$ cat src/rtl/switch_output_allocator_pkg.sv
// Shared switch types: flit payload, allocator state, index-width helper.
package switch_output_allocator_pkg;

  localparam int unsigned FLIT_DEST_W = 4;
  localparam int unsigned FLIT_DATA_W = 12;
  localparam int unsigned FLIT_W      = FLIT_DEST_W + FLIT_DATA_W;

  // Flit as it travels through the switch datapath.
  typedef struct packed {
    logic [FLIT_DEST_W-1:0] dest;
    logic [FLIT_DATA_W-1:0] data;
  } flit_t;

  // Wormhole allocator state: arbitrating, or holding the link for one packet.
  typedef enum logic {
    IDLE   = 1'b0,
    LOCKED = 1'b1
  } alloc_state_e;

  // Width of an index into n requesters; never zero so single-bit vectors stay legal.
  function automatic int unsigned idx_w(input int unsigned n);
    return (n > 1) ? $clog2(n) : 1;
  endfunction

endpackage

$ cat src/rtl/switch_output_allocator_rr_pick.sv
// Combinational round-robin first-set finder: scans mask from start upward, wrapping.
module switch_output_allocator_rr_pick
  import switch_output_allocator_pkg::*;
#(
  parameter  int unsigned NREQ = 4,
  localparam int unsigned IW   = idx_w(NREQ)
) (
  input  logic [NREQ-1:0] mask,
  input  logic [IW-1:0]   start,
  output logic [IW-1:0]   index,
  output logic            found
);

  // Walk offsets from the far end back to start so the nearest set bit wins.
  always_comb begin
    index = '0;
    found = 1'b0;
    for (int unsigned k = NREQ; k > 0; k--) begin
      int unsigned j;
      j = 32'(start) + k - 1;
      if (j >= NREQ) begin
        j = j - NREQ;
      end
      if (mask[IW'(j)]) begin
        index = IW'(j);
        found = 1'b1;
      end
    end
  end

endmodule

$ cat src/rtl/switch_output_allocator.sv
// Per-output wormhole allocator: round-robin grant, packet lock, credit metering.
module switch_output_allocator
  import switch_output_allocator_pkg::*;
#(
  parameter  int unsigned NREQ    = 4,
  parameter  int unsigned CREDITS = 8,
  localparam int unsigned CW      = $clog2(CREDITS + 1),
  localparam int unsigned IW      = idx_w(NREQ)
) (
  input  logic                    CLK,
  input  logic                    RST,
  input  logic [NREQ-1:0]         req,
  input  flit_t [NREQ-1:0]        req_flit,
  input  logic [NREQ-1:0]         req_last,
  output logic [NREQ-1:0]         req_pop,
  output logic                    out_valid,
  output flit_t                   out_flit,
  output logic                    out_last,
  input  logic                    credit_return,
  output logic [IW-1:0]           grant_id,
  output logic                    busy,
  output logic [CW-1:0]           credits,
  output logic                    credit_err
);

  alloc_state_e   state;
  logic [IW-1:0]  start_c;
  logic [IW-1:0]  pick_idx_c;
  logic           pick_found_c;
  logic [IW-1:0]  sel_c;
  logic           have_c;
  logic           send_c;

  // Arbitration starts just past the current/last owner so it is eligible last.
  always_comb begin
    start_c = (grant_id == IW'(NREQ - 1)) ? '0 : grant_id + IW'(1);
  end

  switch_output_allocator_rr_pick #(
    .NREQ (NREQ)
  ) u_rr_pick (
    .mask  (req),
    .start (start_c),
    .index (pick_idx_c),
    .found (pick_found_c)
  );

  // Select the sender: round-robin winner when idle, the owner alone when locked.
  // Only registered credits gate the send, keeping credit_return off the pop path.
  always_comb begin
    sel_c  = grant_id;
    have_c = 1'b0;
    if (state == IDLE) begin
      sel_c  = pick_idx_c;
      have_c = pick_found_c;
    end else begin
      have_c = req[grant_id];
    end
    send_c  = have_c && (credits != '0);
    req_pop = send_c ? (NREQ'(1) << sel_c) : '0;
  end

  // Allocator FSM, output flit register and credit counter.
  always_ff @(posedge CLK) begin
    if (RST) begin
      state      <= IDLE;
      grant_id   <= '0;
      busy       <= 1'b0;
      out_valid  <= 1'b0;
      out_flit   <= '0;
      out_last   <= 1'b0;
      credits    <= CW'(CREDITS);
      credit_err <= 1'b0;
    end else begin
      out_valid <= send_c;
      if (send_c) begin
        out_flit <= req_flit[sel_c];
        out_last <= req_last[sel_c];
      end

      case (state)
        IDLE: begin
          if (send_c) begin
            grant_id <= sel_c;
            if (!req_last[sel_c]) begin
              state <= LOCKED;
              busy  <= 1'b1;
            end
          end
        end
        LOCKED: begin
          if (send_c && req_last[grant_id]) begin
            state <= IDLE;
            busy  <= 1'b0;
          end
        end
        default: begin
          state <= IDLE;
          busy  <= 1'b0;
        end
      endcase

      case ({send_c, credit_return})
        2'b10: credits <= credits - CW'(1);
        2'b01: begin
          if (credits == CW'(CREDITS)) begin
            credit_err <= 1'b1;
          end else begin
            credits <= credits + CW'(1);
          end
        end
        default: credits <= credits;
      endcase
    end
  end

endmodule

$ cat config.mk
export PLATFORM = sky130hd
export DESIGN_NAME = switch_output_allocator
export DESIGN_NICKNAME = d
export VERILOG_FILES = /design/src/rtl/switch_output_allocator_pkg.sv /design/src/rtl/switch_output_allocator_rr_pick.sv /design/src/rtl/switch_output_allocator.sv
export SDC_FILE = /design/constraint.sdc
export NUM_CORES = 1
export LEC_CHECK = 0
export BUFFER_PORTS_ARGS = -buffer_cell sky130_fd_sc_hd__buf_2
export CAP_MARGIN = 25
export CORE_MARGIN = 2
export CORE_UTILIZATION = 41
export CTS_BUF_LIST = sky130_fd_sc_hd__clkbuf_16
export CTS_CLUSTER_DIAMETER = 200
export DETAILED_ROUTE_END_ITERATION = 6
export HOLD_SLACK_MARGIN = 0.03
export PLACE_DENSITY_LB_ADDON = 0.15
export SLEW_MARGIN = 30
export SYNTH_ARGS = -nofsm -noshare
export SYNTH_HDL_FRONTEND = slang
export SYNTH_SLANG_ARGS = --single-unit
$ cat constraint.sdc
create_clock -name CLK -period 2.2 [get_ports CLK]
set_input_delay 0.11 -clock CLK [delete_from_list [all_inputs] [get_ports CLK]]
set_output_delay 0.11 -clock CLK [all_outputs]
set_load 0.02 [all_outputs]
After elaboration in Yosys (flattened, before gate mapping) --
Index checks and enable logic that the tools add are counted. W data, S select, Z words.
Operators by class: shifts and indexed selects 1, mux-type cells 42, bitwise gates (word level) 1, reduce and logical (&&, ||, !) cells 8, equal/unequal tests 8, $lt $le $gt $ge 10, $add $sub $neg 15
Operator list (number):
- $ge A32 B3 Y1 const B | 4
- $bmux W16 S2 | 1
- $mux W2 | 10
- $lt A2 B3 Y1 const B | 6
- $mux W1 | 18
- $mux W16 | 1
- $bmux W1 S2 | 7
- $sub A3 B1 Y4 const B | 3
- $mux W4 | 2
- $pmux W4 S2 | 1
- $sub A2 B1 Y2 const B | 4
- $add A2 B2 Y3 const B | 2
- $ne A2 B2 Y1 const B | 3
- $reduce_and A2 Y1 | 3
- $sub A4 B1 Y5 const B | 1
- $add A2 B3 Y4 const B | 1
- $add A4 B1 Y4 const B | 1
- $eq A2 B2 Y1 const B | 2
- $eq A4 B4 Y1 const B | 1
- $pmux W1 S2 | 2
- $reduce_bool A4 Y1 | 1
- $shl A1 B2 Y4 const A | 1
- $sub A4 B1 Y4 const B | 1
- $add A2 B1 Y3 const B | 1
- 7 further kinds | 8
Word-level totals: output and inout bits 30, bits in registers 27, logic and storage cells 94

Logic depth before layout (Yosys ltp) --
word-level depth 18, mapped depth 12, depth with buffers taken out 11

By module --
Synthesis repeated with hierarchy kept, for this count alone.
Unflattened totals: cells, all modules 192, area total of the unflattened synthesis 1778.0 um^2
By module, submodules not included:
- switch_output_allocator | instances 1, area each 1700.4 um^2, seq. area each 540.5 um^2, cells each 179
- switch_output_allocator_rr_pick | instances 1, area each 77.6 um^2, seq. area each 0.0 um^2, cells each 13

Least setup slack after synthesis --
Ideal clock, no wire load.
path kind register to register, from register grant_id[1], to register credits[3], setup slack -239 ps, required time 2083 ps, cell stages (with the launch flop) 13, arrival time 2322 ps, library setup time 117 ps, clock period less this slack 2439 ps, cells stage by stage dfxtp_1 clkbuf_8 mux2i_1 mux2_2 a21o_1 nand2_1 ha_1 a21o_1 a21oi_1 nor2b_1 mux2i_1 xnor2_1 nand2b_1
On the way: longest elaborated chain between the ends 17, elaborated cells between the ends (all ways) 45, those cells by class 13 x add/sub; 4 x order compare; 4 x eq/ne; 21 x mux; 3 x reduce/logical
RTL lines:
- start: declaration | RTL line switch_output_allocator.sv:20 | output logic [IW-1:0] grant_id,
- start signal: assignment | RTL line switch_output_allocator.sv:84 | grant_id <= sel_c;
- $add A2 B1 Y2 / $eq A2 B2 Y1 (equally long branches) | RTL line switch_output_allocator.sv:36 | start_c = (grant_id == IW'(NREQ - 1)) ? '0 : grant_id + IW'(1);
- $mux W2 | RTL line switch_output_allocator.sv:36
- $add A2 B3 Y4 | RTL line switch_output_allocator_rr_pick.sv:20 | j = 32'(start) + k - 1;
- $sub A4 B1 Y5 | RTL line switch_output_allocator_rr_pick.sv:20
- $ge A32 B3 Y1 / $sub A2 B1 Y2 (equally long branches) | RTL line switch_output_allocator_rr_pick.sv:21, switch_output_allocator_rr_pick.sv:22
- $mux W2 | RTL line switch_output_allocator_rr_pick.sv:21 | if (j >= NREQ) begin
- $bmux W1 S2 | RTL line switch_output_allocator_rr_pick.sv:24 | if (mask[IW'(j)]) begin
- $mux W1 (not written as such) | RTL line switch_output_allocator_rr_pick.sv:24
- $mux W1 (4 in series) | RTL line switch_output_allocator_rr_pick.sv:24
- $mux W1 (*) | RTL line switch_output_allocator.sv:53 | if (state == IDLE) begin
- $logic_and A1 B1 Y1 (*) | RTL line switch_output_allocator.sv:59 | send_c = have_c && (credits != '0);
- $eq A2 B1 Y1 / $eq A2 B2 Y1 (equally long branches) | RTL line switch_output_allocator.sv:103 | case ({send_c, credit_return})
- $ne A2 B2 Y1 (no line) / $reduce_bool A2 Y1 (equally long branches)
- $reduce_and A2 Y1 (no line)
- end signal: assignment | RTL line switch_output_allocator.sv:104 | 2'b10: credits <= credits - CW'(1);
- end signal: assignment | RTL line switch_output_allocator.sv:109 | credits <= credits + CW'(1);
- end signal: assignment | RTL line switch_output_allocator.sv:112 | default: credits <= credits;
- end: declaration | RTL line switch_output_allocator.sv:22 | output logic [CW-1:0] credits,
Every way passes the cells marked *; elsewhere a longest branch is shown, timed or not. The select of a mux whose other input is x is not followed. A chain may end at the register's enable or synchronous reset.

Worst setup path after layout --
from register grant_id[1], to output port req_pop[3]
On the way: longest elaborated chain between the ends 15, elaborated cells between the ends (all ways) 46, those cells by class 13 x add/sub; 4 x order compare; 1 x eq/ne; 1 x shift; 26 x mux; 1 x reduce/logical
RTL lines:
- $add A2 B1 Y2 / $eq A2 B2 Y1 (equally long branches) | RTL line switch_output_allocator.sv:36
- $mux W2 | RTL line switch_output_allocator.sv:36
- $add A2 B3 Y4 | RTL line switch_output_allocator_rr_pick.sv:20
- $sub A4 B1 Y5 | RTL line switch_output_allocator_rr_pick.sv:20
- $ge A32 B3 Y1 / $sub A2 B1 Y2 (equally long branches) | RTL line switch_output_allocator_rr_pick.sv:21, switch_output_allocator_rr_pick.sv:22
- $mux W2 | RTL line switch_output_allocator_rr_pick.sv:21
- $bmux W1 S2 | RTL line switch_output_allocator_rr_pick.sv:24
- $mux W1 (not written as such) | RTL line switch_output_allocator_rr_pick.sv:24
- $mux W2 / $mux W1 (equally long branches) (4 in series) | RTL line switch_output_allocator_rr_pick.sv:24
- $mux W2 / $mux W1 (equally long branches) | RTL line switch_output_allocator.sv:53
- $shl A1 B2 Y4 / $logic_and A1 B1 Y1 (equally long branches) | RTL line switch_output_allocator.sv:60, switch_output_allocator.sv:59
- $mux W4 (*) | RTL line switch_output_allocator.sv:60 | req_pop = send_c ? (NREQ'(1) << sel_c) : '0;
- end: declaration | RTL line switch_output_allocator.sv:15 | output logic [NREQ-1:0] req_pop,
Marks and branches as above.

==> qor.csv <==
stage;metric;value;unit
yosys;most frequently used cell type in the post-synthesis netlist;nand2_1;
yosys;dominant combinational cell family by area after synthesis;compound AO/OA/AOI/OAI gates;
global_routing;met3 Use GR;4.14;%
sta;post-route fraction of the period consumed by the critical path;102;%
sta;final worst slack;-0.0518;ns
route;number of nets with antenna violations after routing;0;
sta;worst hold slack across all endpoints;0.182;ns
setup_path;data arrival time of the worst path;2.14;ns
yosys;number of nets in the synthesized netlist;311;
global_routing;total global routing overflow;0;
route;DR vias;2331;
global_routing;antenna violations before repair;0;
yosys;fraction of the mapped netlist area in simple logic gates;18.7;%
run_status;violations in the final reports;setup timing;
floorplan;I/O pin count;105;
worst_hold_path;Tightest Hold Check Type;primary input to flop;
yosys;number of distinct library cell variants in the gate-level netlist after synthesis;47;
setup_path;endpoint class of the critical path;output port;
setup_path;cells traversed along the worst timing path;ha_4 > nand2b_1 > a21oi_2 > or3_4 > o22ai_4 > buf_12 > and2_4 > buf_6;
yosys;xor and xnor area share after synthesis;1.35;%
worst_hold_path;startpoint of the worst hold path;req_flit[62];
yosys;number of warnings printed during yosys synthesis;0;
yosys;Netlist Area Pre-Place;1950;um2
setup_path;class of the most critical setup path;flop to output port;
finish;Util after Layout;70.3;%
placed_design;Cells after DPL;397;
sta;remaining max-slew budget at the tightest pin;56.9;%
setup_path;first element of the critical path;grant_id[1]$_SDFFE_PP0P_;
clocking;clock root buffer master;clkbuf_16;
yosys;top cells by area, synth;dfxtp_1 28%, a221oi_1 7.2%, a211oi_1 6.9%;
route;detailed-route vias per instance;5.50;
job;max_cap viols;0;
sta;endpoints failing hold;0;
global_routing;global-route wire length before repair;9750;um
clocking;clock tree from TritonCTS;built;
setup_path;delay of the slowest cell on the worst path;0.43;ns
run_status;run status;finished with violations;
clocking;TritonCTS buffer count;3;
global_routing;vias in the first global route;2103;
yosys;number of synthesized flops with an enable pin;0;
setup_path;largest fanout on the critical path;5;
clocking;clock-pin slew on the worst setup and hold paths;0.07;ns
setup_path;cell with the biggest individual delay on the critical path;or3_4;
clocking;number of hold buffers added after CTS;0;
global_routing;fraction of met1 tracks used by global routing;31.2;%
yosys;sequential share of the synthesized area;27.8;%
global_routing;Most Crowded Layer GR;met2;
yosys;arithmetic-cell share of the synthesized area counting full adders, half adders and majority gates;2.96;%
route;average wire per standard cell;15.4;um
pwr;Worst VDD drop;674;uV
yosys;mux cell area share after synthesis;6.04;%
finish;post-layout instance count excluding filler cells;424;
sta;achievable clock frequency;0.444;GHz
yosys;Gate Count Post-Synth;232;
global_routing;global routing usage summed across all routing layers;22.9;%
route;routed wire length;6510;um
sta;post-layout min period;2.25;ns
yosys;number of storage elements in the synthesis netlist;27;
finish;proportion of layout cells with a drive suffix above 1;59.5;%
setup_path;gate family responsible for the most delay along the worst path;simple AND/OR/NAND/NOR gates;
sta;setup repair after global routing missed its margin;yes;
placed_design;HPWL after detailed placement;4230;um
yosys;cell type contributing the most total cell area after synthesis;dfxtp_1;
finish;Layout area overhead;68.3;%
finish;summed area of non-filler cells in the final layout;3280;um2
yosys;Syn Area/Cell;8.39;um2
setup_path;Critical Path RT;2.09;ns
sta;number of endpoints failing setup at the final stage;5;
global_routing;maximum number of pins on one net before global-route repair;28;
pwr;Pwr per Cell Area;1570;nW/um2
sta;Slew Limit Fails;0;
global_routing;GR Layer Usage met2;38.0;%
placed_design;Placed Instance Area;2630;um2
clocking;maximum count of clock buffers along a single path;2;
setup_path;Buf/Inv on CP;2;
floorplan;Row Count;25;
sta;worst setup skew after layout;0.00267;ns
setup_path;launching point of the worst reg2reg path;grant_id[1]$_SDFFE_PP0P_;
yosys;top_reg_cell synth;dfxtp_1;
floorplan;Core ar.;4660;um2
yosys;Post-synth ARST share;0;%
floorplan;floorplan die area;5320;um2
sta;slew at the pin closest to its max-slew limit;0.647;ns
yosys;top cells by instance count after synthesis;36 x nand2_1, 32 x nor2_1, 27 x dfxtp_1, 18 x a211oi_1, 16 x a221oi_1;
floorplan;starting density of the core;41.8;%
route;Initial DRC Count;129;
finish;final antenna diode count;0;
placed_design;quantity of I/O buffers inserted on ports;104;
clocking;clock sink count;27;
clocking;CTS H-tree lvls;1;
setup_path;CP startpoint kind;flop;
yosys;top-area cell type share of the netlist area;27.8;%
floorplan;DIE HEIGHT;72.9;um
yosys;compound-gate portion of the synthesized area;32.5;%
route;1st-pass router iterations;4;
placed_design;gp weighted congestion;0.919;
floorplan;DIE WIDTH;72.9;um
pwr;leakage;1.53;nW
clocking;clk_lat worst skew;0.26;ns
route;# DRC;0;
sta;Setup TNS Final;-0.123;ns
finish;number of nets in the final layout;450;
## cell type report
type,count,area (um2)
clock buffers,3,75.1
clock inverters,1,5.00
fillers,382,1390
inverters,4,15.0
multi-input cells,184,1560
flip-flops and latches,27,551
well taps,54,67.6
repair buffers,151,1000
## worst register-to-register path: stages (launching register included)
cell	delay, ns
dfxtp_4	0.36
ha_4	0.28
mux2i_1	0.18
nor2_1	0.08
buf_4	0.15
buf_4	0.12
buf_4	0.12
nor4_1	0.32
a31o_2	0.17
o21ai_1	0.12
a211oi_1	0.25
## routing by layer
metal / vias up / wire length [um]
li1: 1143 / -
met1: 1092 / 2870
met2: 94 / 3180
met3: 2 / 440
met4: 0 / 27
met5: - / 0
## stage by stage
stage | setup WS (ns) | total power, mW
2_1_floorplan | 0.00927 | 2.83
3_3_place_gp | 0.0220 | 3.59
3_5_place_dp | -0.0351 | 3.63
4_1_cts | -0.137 | 4.41
5_1_grt | -0.140 | 5.51
6_report | -0.0518 | 5.16
## repair_timing
action                     4_1_cts  5_1_grt
gates resized for setup         22       57
pin swaps                       13       31
gates cloned                     0        0
setup buffers                   13       13
setup endpoints to repair       13       24
## power breakdown
group	total, mW	internal [mW]	switching [mW]
clock	0.424	0.246	0.179
sequential	0.807	0.701	0.106
combinational	3.92	1.95	1.97
## final timing paths
| check | to | slack [ns] | cells past startpoint |
|---|---|---|---|
| setup / recovery | req_pop[3] | -0.05 | 8 |
| hold / removal | out_flit[14]$_SDFFE_PP0P_ | 0.18 | 3 |
| setup reg to reg | out_last$_SDFFE_PP0P_ | -0.04 | 10 |
| hold reg to reg | credit_err$_SDFFE_PP0P_ | 0.48 | 2 |
## cells by family after synthesis
group | after synthesis
and+or+nand+nor | 85
AOI/OAI and AO/OA | 81
DFF | 27
buffers and inverters | 21
xor gates and xnor gates | 3
muxes | 11
adders and majority gates | 4
## layout by cell type (no fill, tap or decap), types with 5 or more instances in the layout
cell type and instances:
a211oi_2 8, dfxtp_1 23, o21ai_0 5, nand2_1 35
a221oi_4 6, buf_12 5, a21oi_1 5, nor2_1 30
a22oi_2 13, buf_6 11, buf_2 100, buf_4 33
mux2i_1 7, a211oi_1 10, a221oi_2 9
## registers in the layout, summed over array words and instances (netlist names)
name and count:
state 1, out_valid 1, credit_err 1, grant_id 2, credits 4, out_last 1
out_flit 16, busy 1
(Power assumes the default switching activity.)
